--- src/rtl/note_highway_pkg.sv ---
// note_highway_pkg: shared definitions for the note highway peripheral.
//   - lane count and lane-mask type
//   - register word addresses
//   - STATUS register field offsets
//   - popcount helper used for miss accounting
package note_highway_pkg;

  // Lane count is tied to the width of the processor's buttons/intersections.
  localparam int unsigned LANES      = 4;
  localparam int unsigned LANE_CNT_W = $clog2(LANES + 1);

  typedef logic [LANES-1:0] lane_mask_t;

  // Register word addresses
  localparam logic [2:0] ADDR_PUSH   = 3'd0;
  localparam logic [2:0] ADDR_STATUS = 3'd1;
  localparam logic [2:0] ADDR_MISS   = 3'd2;
  localparam logic [2:0] ADDR_CTRL   = 3'd3;
  localparam logic [2:0] ADDR_DIV    = 3'd4;

  // STATUS field offsets
  localparam int unsigned ST_INT_LSB   = 0;
  localparam int unsigned ST_CNT_LSB   = 8;
  localparam int unsigned ST_CNT_W     = 4;
  localparam int unsigned ST_FULL_BIT  = 16;
  localparam int unsigned ST_EMPTY_BIT = 17;
  localparam int unsigned ST_OVF_BIT   = 18;

  function automatic logic [LANE_CNT_W-1:0] popcount(lane_mask_t m);
    logic [LANE_CNT_W-1:0] c;
    c = '0;
    for (int i = 0; i < LANES; i++) begin
      c = c + LANE_CNT_W'(m[i]);
    end
    return c;
  endfunction

endpackage

--- src/rtl/note_highway_if.sv ---
// note_highway_if: dmem-style register bus between the processor and the note highway.
//   address : word address of the accessed register
//   wdata   : store data
//   wren    : store strobe, one write per cycle
//   rdata   : load data, registered one cycle after the address
// master = processor side, slave = peripheral side.
interface note_highway_if;
  logic [2:0]  address;
  logic [31:0] wdata;
  logic        wren;
  logic [31:0] rdata;

  modport master (
    output address,
    output wdata,
    output wren,
    input  rdata
  );

  modport slave (
    input  address,
    input  wdata,
    input  wren,
    output rdata
  );
endinterface

--- src/rtl/note_fifo.sv ---
// note_fifo: synchronous chart FIFO holding lane masks.
//   clock   : rising-edge clock
//   reset   : asynchronous active-low, clears pointers and count
//   push_i  : enqueue data_i; accepted when not full, or when full with a pop this cycle
//   data_i  : lane mask to enqueue
//   pop_i   : dequeue request; ignored when empty
//   head_o  : oldest entry (valid when not empty)
//   full_o  : FIFO holds Depth entries
//   empty_o : FIFO holds no entries
//   count_o : number of stored entries
module note_fifo
  import note_highway_pkg::*;
#(
  parameter int unsigned Depth = 8,
  localparam int unsigned PtrW = $clog2(Depth),
  localparam int unsigned CntW = $clog2(Depth + 1)
) (
  input  logic            clock,
  input  logic            reset,
  input  logic            push_i,
  input  lane_mask_t      data_i,
  input  logic            pop_i,
  output lane_mask_t      head_o,
  output logic            full_o,
  output logic            empty_o,
  output logic [CntW-1:0] count_o
);

  lane_mask_t      mem_q [Depth];
  logic [PtrW-1:0] wr_ptr_q, rd_ptr_q;
  logic [CntW-1:0] count_q, count_d;
  logic            push_ok, pop_ok;

  assign empty_o = (count_q == '0);
  assign full_o  = (count_q == CntW'(Depth));
  assign pop_ok  = pop_i && !empty_o;
  // A pop in the same cycle frees a slot, so a push while full still lands.
  assign push_ok = push_i && (!full_o || pop_ok);
  assign head_o  = mem_q[rd_ptr_q];
  assign count_o = count_q;

  always_comb begin
    count_d = count_q;
    if (push_ok && !pop_ok) begin
      count_d = count_q + 1'b1;
    end else if (pop_ok && !push_ok) begin
      count_d = count_q - 1'b1;
    end
  end

  always_ff @(posedge clock or negedge reset) begin
    if (!reset) begin
      wr_ptr_q <= '0;
      rd_ptr_q <= '0;
      count_q  <= '0;
    end else begin
      if (push_ok) wr_ptr_q <= wr_ptr_q + 1'b1;
      if (pop_ok)  rd_ptr_q <= rd_ptr_q + 1'b1;
      count_q <= count_d;
    end
  end

  // Storage needs no reset: only entries between the pointers are ever read.
  always_ff @(posedge clock) begin
    if (push_ok) mem_q[wr_ptr_q] <= data_i;
  end

endmodule

--- src/rtl/note_highway.sv ---
// note_highway: memory-mapped note highway feeding the Guitar Hero processor's intersections.
//   clock         : master clock, rising edge
//   reset         : asynchronous active-low, clears all state
//   bus           : register bus (slave side): address, wdata, wren in; rdata out (registered)
//   gameclk       : asynchronous game tick source, synchronized internally
//   hit_lanes     : single-cycle hit pulses per lane
//   intersections : per-lane OR of occupied hit-window rows (registered)
//   miss_pulse    : one-cycle pulse when a note leaves the bottom unhit
//   fifo_full     : chart FIFO is full
// Register map: 0 PUSH (wo), 1 STATUS, 2 MISS (ro, write clears), 3 CTRL (bit0 run), 4 DIV.
// Optional macro NOTE_HIGHWAY_DIV_EN: enables the 8-bit DIV register at address 4, so a tick
// fires on every (DIV+1)-th qualified gameclk edge. Without it every qualified edge ticks and
// address 4 reads 0.
module note_highway
  import note_highway_pkg::*;
#(
  parameter int unsigned HEIGHT     = 16,
  parameter int unsigned WIN        = 2,
  parameter int unsigned FIFO_DEPTH = 8,
  parameter int unsigned MISS_W     = 16
) (
  input  logic                 clock,
  input  logic                 reset,
  note_highway_if.slave        bus,
  input  logic                 gameclk,
  input  lane_mask_t           hit_lanes,
  output lane_mask_t           intersections,
  output logic                 miss_pulse,
  output logic                 fifo_full
);

  localparam int unsigned CntW = $clog2(FIFO_DEPTH + 1);

  // Register decode
  logic wr_push, wr_status, wr_miss, wr_ctrl;
  assign wr_push   = bus.wren && (bus.address == ADDR_PUSH);
  assign wr_status = bus.wren && (bus.address == ADDR_STATUS);
  assign wr_miss   = bus.wren && (bus.address == ADDR_MISS);
  assign wr_ctrl   = bus.wren && (bus.address == ADDR_CTRL);

  logic unused_wdata;
  assign unused_wdata = ^bus.wdata;

  // State
  lane_mask_t [HEIGHT-1:0] rows_q, rows_d, hit_rows;
  lane_mask_t              intersections_q, win_or;
  logic                    miss_pulse_q;
  logic [MISS_W-1:0]       miss_q, miss_d;
  logic                    ovf_q, ovf_d;
  logic                    run_q, run_d;
  logic [31:0]             rdata_q, rdata_d;
  logic [2:0]              gsync_q;

  // gameclk: two synchronizer flops, then a delayed copy for rising-edge detection.
  logic game_edge, qual_edge, tick;
  assign game_edge = gsync_q[1] && !gsync_q[2];
  assign qual_edge = game_edge && run_q;

  logic [31:0] div_rd;
`ifdef NOTE_HIGHWAY_DIV_EN
  logic       wr_div;
  logic [7:0] div_q, div_cnt_q;

  assign wr_div = bus.wren && (bus.address == ADDR_DIV);
  assign tick   = qual_edge && (div_cnt_q == div_q);
  assign div_rd = 32'(div_q);

  always_ff @(posedge clock or negedge reset) begin
    if (!reset) begin
      div_q     <= '0;
      div_cnt_q <= '0;
    end else if (wr_div) begin
      div_q     <= bus.wdata[7:0];
      div_cnt_q <= '0;
    end else if (qual_edge) begin
      div_cnt_q <= tick ? 8'd0 : div_cnt_q + 8'd1;
    end
  end
`else
  assign tick   = qual_edge;
  assign div_rd = '0;
`endif

  // Chart FIFO; a tick pops the head into row 0.
  lane_mask_t      fifo_head;
  logic            fifo_empty, fifo_full_w;
  logic [CntW-1:0] fifo_count;

  note_fifo #(
    .Depth (FIFO_DEPTH)
  ) u_fifo (
    .clock   (clock),
    .reset   (reset),
    .push_i  (wr_push),
    .data_i  (bus.wdata[LANES-1:0]),
    .pop_i   (tick),
    .head_o  (fifo_head),
    .full_o  (fifo_full_w),
    .empty_o (fifo_empty),
    .count_o (fifo_count)
  );

  // Hits clear the most advanced (highest-index) occupied window row of each lane.
  lane_mask_t hit_done;
  always_comb begin
    hit_rows = rows_q;
    hit_done = '0;
    for (int r = int'(HEIGHT) - 1; r >= int'(HEIGHT - WIN); r--) begin
      for (int l = 0; l < int'(LANES); l++) begin
        if (hit_lanes[l] && !hit_done[l] && rows_q[r][l]) begin
          hit_rows[r][l] = 1'b0;
          hit_done[l]    = 1'b1;
        end
      end
    end
  end

  // Scroll after hits; whatever remains in the bottom row falls off as misses.
  lane_mask_t leaving;
  always_comb begin
    rows_d  = hit_rows;
    leaving = '0;
    if (tick) begin
      leaving = hit_rows[HEIGHT-1];
      for (int r = int'(HEIGHT) - 1; r >= 1; r--) begin
        rows_d[r] = hit_rows[r-1];
      end
      rows_d[0] = fifo_empty ? '0 : fifo_head;
    end
  end

  always_comb begin
    win_or = '0;
    for (int r = int'(HEIGHT - WIN); r < int'(HEIGHT); r++) begin
      win_or = win_or | rows_d[r];
    end
  end

  // Saturating miss counter; a MISS write wins over a same-cycle increment.
  logic [MISS_W:0] miss_sum;
  assign miss_sum = {1'b0, miss_q} + (MISS_W + 1)'(popcount(leaving));

  always_comb begin
    miss_d = miss_q;
    if (wr_miss) begin
      miss_d = '0;
    end else if (|leaving) begin
      miss_d = miss_sum[MISS_W] ? '1 : miss_sum[MISS_W-1:0];
    end
  end

  // Overflow: push dropped because the FIFO is full and nothing pops this cycle.
  always_comb begin
    ovf_d = ovf_q;
    if (wr_push && fifo_full_w && !(tick && !fifo_empty)) begin
      ovf_d = 1'b1;
    end
    if (wr_status && bus.wdata[ST_OVF_BIT]) begin
      ovf_d = 1'b0;
    end
  end

  always_comb begin
    run_d = run_q;
    if (wr_ctrl) run_d = bus.wdata[0];
  end

  // Read mux, captured into rdata at the next edge.
  logic [31:0] status_word;
  always_comb begin
    status_word                            = '0;
    status_word[ST_INT_LSB +: LANES]       = intersections_q;
    status_word[ST_CNT_LSB +: ST_CNT_W]    = ST_CNT_W'(fifo_count);
    status_word[ST_FULL_BIT]               = fifo_full_w;
    status_word[ST_EMPTY_BIT]              = fifo_empty;
    status_word[ST_OVF_BIT]                = ovf_q;
  end

  always_comb begin
    rdata_d = '0;
    unique case (bus.address)
      ADDR_STATUS: rdata_d = status_word;
      ADDR_MISS:   rdata_d = 32'(miss_q);
      ADDR_CTRL:   rdata_d = {31'b0, run_q};
      ADDR_DIV:    rdata_d = div_rd;
      default:     rdata_d = '0;
    endcase
  end

  always_ff @(posedge clock or negedge reset) begin
    if (!reset) begin
      rows_q          <= '0;
      intersections_q <= '0;
      miss_pulse_q    <= 1'b0;
      miss_q          <= '0;
      ovf_q           <= 1'b0;
      run_q           <= 1'b0;
      rdata_q         <= '0;
      gsync_q         <= '0;
    end else begin
      rows_q          <= rows_d;
      intersections_q <= win_or;
      miss_pulse_q    <= |leaving;
      miss_q          <= miss_d;
      ovf_q           <= ovf_d;
      run_q           <= run_d;
      rdata_q         <= rdata_d;
      gsync_q         <= {gsync_q[1:0], gameclk};
    end
  end

  assign bus.rdata     = rdata_q;
  assign intersections = intersections_q;
  assign miss_pulse    = miss_pulse_q;
  assign fifo_full     = fifo_full_w;

endmodule

--- src/flat_wrapper.sv ---
// flat-port wrapper written by rule: the top's interface ports become plain ports
module note_highway_flat import note_highway_pkg::*;
#(
  parameter int unsigned HEIGHT     = 16,
  parameter int unsigned WIN        = 2,
  parameter int unsigned FIFO_DEPTH = 8,
  parameter int unsigned MISS_W     = 16
)
  (clock, reset, gameclk, hit_lanes, intersections, miss_pulse, fifo_full, bus_address, bus_wdata, bus_wren, bus_rdata);
  note_highway_if bus_i ();
  input  logic clock;
  input  logic reset;
  input  logic gameclk;
  input  lane_mask_t hit_lanes;
  output lane_mask_t intersections;
  output logic miss_pulse;
  output logic fifo_full;
  input wire logic [$bits(bus_i.address)-1:0] bus_address;
  input wire logic [$bits(bus_i.wdata)-1:0] bus_wdata;
  input wire logic [$bits(bus_i.wren)-1:0] bus_wren;
  output wire logic [$bits(bus_i.rdata)-1:0] bus_rdata;
  assign bus_i.address = bus_address;
  assign bus_i.wdata = bus_wdata;
  assign bus_i.wren = bus_wren;
  assign bus_rdata = bus_i.rdata;
  note_highway #(.HEIGHT(HEIGHT), .WIN(WIN), .FIFO_DEPTH(FIFO_DEPTH), .MISS_W(MISS_W)) u_core (.clock(clock), .reset(reset), .bus(bus_i), .gameclk(gameclk), .hit_lanes(hit_lanes), .intersections(intersections), .miss_pulse(miss_pulse), .fifo_full(fifo_full));
endmodule
--- config.mk ---
export PLATFORM = sky130hd
export DESIGN_NAME = note_highway_flat
export DESIGN_NICKNAME = d
export VERILOG_FILES = /design/src/rtl/note_highway_pkg.sv /design/src/rtl/note_highway_if.sv /design/src/rtl/note_fifo.sv /design/src/rtl/note_highway.sv /design/src/flat_wrapper.sv
export SDC_FILE = /design/constraint.sdc
export NUM_CORES = 1
export LEC_CHECK = 0
export BUFFER_PORTS_ARGS = -buffer_cell sky130_fd_sc_hd__clkbuf_2
export CORE_ASPECT_RATIO = 0.8
export CORE_UTILIZATION = 53
export CTS_BUF_LIST = sky130_fd_sc_hd__clkbuf_4 sky130_fd_sc_hd__clkbuf_8
export DETAILED_ROUTE_END_ITERATION = 6
export PLACE_DENSITY = 0.8
export SYNTH_ARGS = -nofsm -noshare
export SYNTH_HDL_FRONTEND = slang
export SYNTH_HIERARCHICAL = 1
export SYNTH_SLANG_ARGS = --single-unit
--- constraint.sdc ---
create_clock -name clock -period 7.9 [get_ports clock]
set_input_delay 0.395 -clock clock [delete_from_list [all_inputs] [get_ports clock]]
set_output_delay 0.395 -clock clock [all_outputs]
set_load 0.01 [all_outputs]
==> results.json <==
{
  "grt_pass1_vias": 4047,
  "syn_area_per_cell_um2": 11.1,
  "dp_hpwl_um": 7680,
  "wl_per_cell_um": 15.0,
  "via_per_inst": 5.46,
  "drt-initial-drc-count": 419,
  "num_rows": 35,
  "drc": 8,
  "synth_most_common_cell": "nand2_1",
  "post-route-period-util_pct": 50.4,
  "maxCapViolations": 0,
  "finalSetupViolCount": 0,
  "ctsRootBufferMaster": "clkbuf_8",
  "period_minus_slack_ns": 3.98,
  "fmax_mhz": 251,
  "cts_tree": "done",
  "p_leak_nw": 3.45,
  "place_inst": 749,
  "ys_top_cells_by_area": "dfrtp_1, edfxtp_1, nand2_1",
  "ys_top_cells_by_count": "nand2_1, dfrtp_1, edfxtp_1",
  "arrival_ns": 4.34,
  "cts-resized-gates": 0,
  "grt_max_degree": 65,
  "fin_nets": 673,
  "final_hold_viol_count": 0,
  "synth-seq-cells": 151,
  "r2r_cells": 13,
  "netlist_area_mm2": 0.00644,
  "cts.sinks": 151,
  "io_buffers": 40,
  "ir_drop_v": 0.000261,
  "synth_cells": 581,
  "io-pin-count": 81,
  "numCtsBuffers": 17,
  "outcome": "complete, but fails checks",
  "synth_top_area_share_pct": 46.2,
  "drive_gt1_share_pct": 16.6,
  "place.gp.congestion": 0.841,
  "pre_cts_ws_ns": 3.98,
  "grt_pass1_wl_um": 19900,
  "coreArea_mm2": 0.0117,
  "critical_path_class": "flop to flop",
  "antenna_left": 0,
  "fin_tns_setup_ns": 0,
  "synth-seq-area-share_pct": 61.1,
  "fin_cells": 781,
  "finalWorstSetupSlack_ns": 3.92,
  "postCtsHoldBufs": 0,
  "cts_buffer_depth": 2,
  "clkLatencyLatePin_ns": 0.45,
  "ys_warn_count": 6,
  "n_antenna_cell": 0,
  "synth-async-reset-ratio_pct": 78.8,
  "antenna_found_initial": 0,
  "rsz0062_at_grt": "false",
  "crit_path_max_fanout": 57,
  "die_y_um": 101,
  "cellPowerDensity_mw_per_mm2": 272,
  "maxUsedRoutingLayer": "met4",
  "fin_skew_ns": 0.00991,
  "failed_checks": "DRC",
  "tightest_slew_ns": 0.944,
  "wirelength_um": 11700,
  "area_growth_pct": 11.4,
  "min_path_type": "primary input to async pin",
  "wl_met2_um": 5560,
  "drt-met1-wl_um": 5430,
  "htree_levels": 4,
  "critPathCaptureType": "flop",
  "startpoint_type": "flop",
  "synth_edf_count": 32,
  "grtUsageTotal_pct": 20.6,
  "synthDistinctLibCells": 55,
  "dieWidth_um": 125,
  "initial_utilization_pct": 55.1,
  "die_area_mm2": 0.0126,
  "fillers": 911,
  "yosys.area.top_type": "dfrtp_1",
  "critPathRequiredTime_ns": 8.26,
  "overflow": 0,
  "synth-main-ff-cell": "dfrtp_1",
  "dr_wl_met3_um": 638,
  "first_pass_iters": 7,
  "post-cts-setup-buffers": 0,
  "max_slew_margin_pct": 36.5,
  "path_clk_slew_ns": 0.08,
  "vias": 4261,
  "maxSlewViolCount": 0
}
-- through the flow --
step | instance area (um2) | util (%) | total power, mW | hold WS [ns]
2_1_floorplan | 6490 | - | 1.21 | 0.0994
3_3_place_gp | 6710 | 57.4 | 1.26 | 0.340
6_report | 7180 | 61.4 | 1.95 | 0.00824
3_5_place_dp | 6710 | 57.4 | 1.29 | 0.351
4_1_cts | 7180 | 61.4 | 1.97 | 0.0213
5_1_grt | 7180 | 61.4 | 2.05 | 0.0472
-- logic make-up after synthesis --
logic type,share of synthesized area [%]
AOI/OAI and AO/OA,6.81
xor gates and xnor gates,0.815
adders and majority gates,2.41
buffers and inverters,3.77
DFF,61.1
muxes,5.34
other,0.0582
and+or+nand+nor,19.7
-- cell type report --
cell class	instances	area, um2	share of cell area, %
clock buffer	20	269	3.75
clock inverter	12	199	2.77
inverter	14	52.6	0.732
multi-input combinational	393	2310	32.2
sequential	151	3940	54.9
tap	148	185	2.58
timing repair buffer	43	225	3.14
-- path summary, 6_finish.rpt --
path | start | to | slack, ns
setup / recovery | u_core/run_q$_DFFE_PN0P_ | u_core/miss_q[7]$_DFFE_PN0P_ | 3.92
hold reg to reg | u_core/gsync_q[0]$_DFF_PN0_ | u_core/gsync_q[1]$_DFF_PN0_ | 0.36
max in group asynchronous | reset | u_core/hit_rows[28]$_DFFE_PN0P_ | 6.69
hold / removal | reset | u_core/u_fifo/count_o[1]$_DFFE_PN0P_ | 0.008
setup reg to reg | u_core/run_q$_DFFE_PN0P_ | u_core/miss_q[7]$_DFFE_PN0P_ | 3.92
min in group clock | gameclk | u_core/gsync_q[0]$_DFF_PN0_ | 0.08
-- layout by cell type (no fill, tap or decap), drive strengths merged, types with 6 or more instances in the layout --
cell	netlist	routed
mux2i	7	7
mux2	8	8
and3	8	8
nor2b	7	7
a21oi	8	8
edfxtp	32	32
o21ai	21	21
a31oi	6	6
nor2	24	24
inv	14	14
dfrtp	119	119
ha	6	6
and2	8	8
nand2	176	176
nand3	15	15
nand2b	7	7
nand3b	6	6
mux4	8	8
conb	1	13
clkbuf	13	59
a22oi	8	8
nor3	10	10
-- flip-flops by register name, indices dropped and copies added, names as in the netlist, 4 cells and up --
signal / count
u_core/hit_rows: 56
u_core/u_fifo/mem_q: 32
u_core/bus.rdata: 19
u_core/miss_q: 16
u_core/rows_q: 8
u_core/intersections: 4
u_core/u_fifo/count_o: 4
-- power breakdown --
part	internal, mW	switching (mW)
registers	0.893	0.103
clock network	0.395	0.282
logic	0.139	0.137
total	1.43	0.522
-- routing by layer --
metal / vias to the layer above / track usage [%]
met2: 129 / 32.2
met4: 0 / 7.13
met5: - / 0
met1: 2094 / 28.0
li1: 2029 / -
met3: 9 / 5.73
-- worst max-delay path, cell delays in order (launching register included) --
cell and delay [ns]:
dfrtp_1 0.41, nand3b_1 0.09, buf_4 0.45, inv_2 0.32, nand3_1 0.20, fa_1 0.45, fa_1 0.46, inv_1 0.08
fa_1 0.23, nand3_1 0.14, nor2_1 0.30, nand3_2 0.27, and4_1 0.28, nor3_1 0.17
No activity file was read; power rests on OpenSTA's default activity.
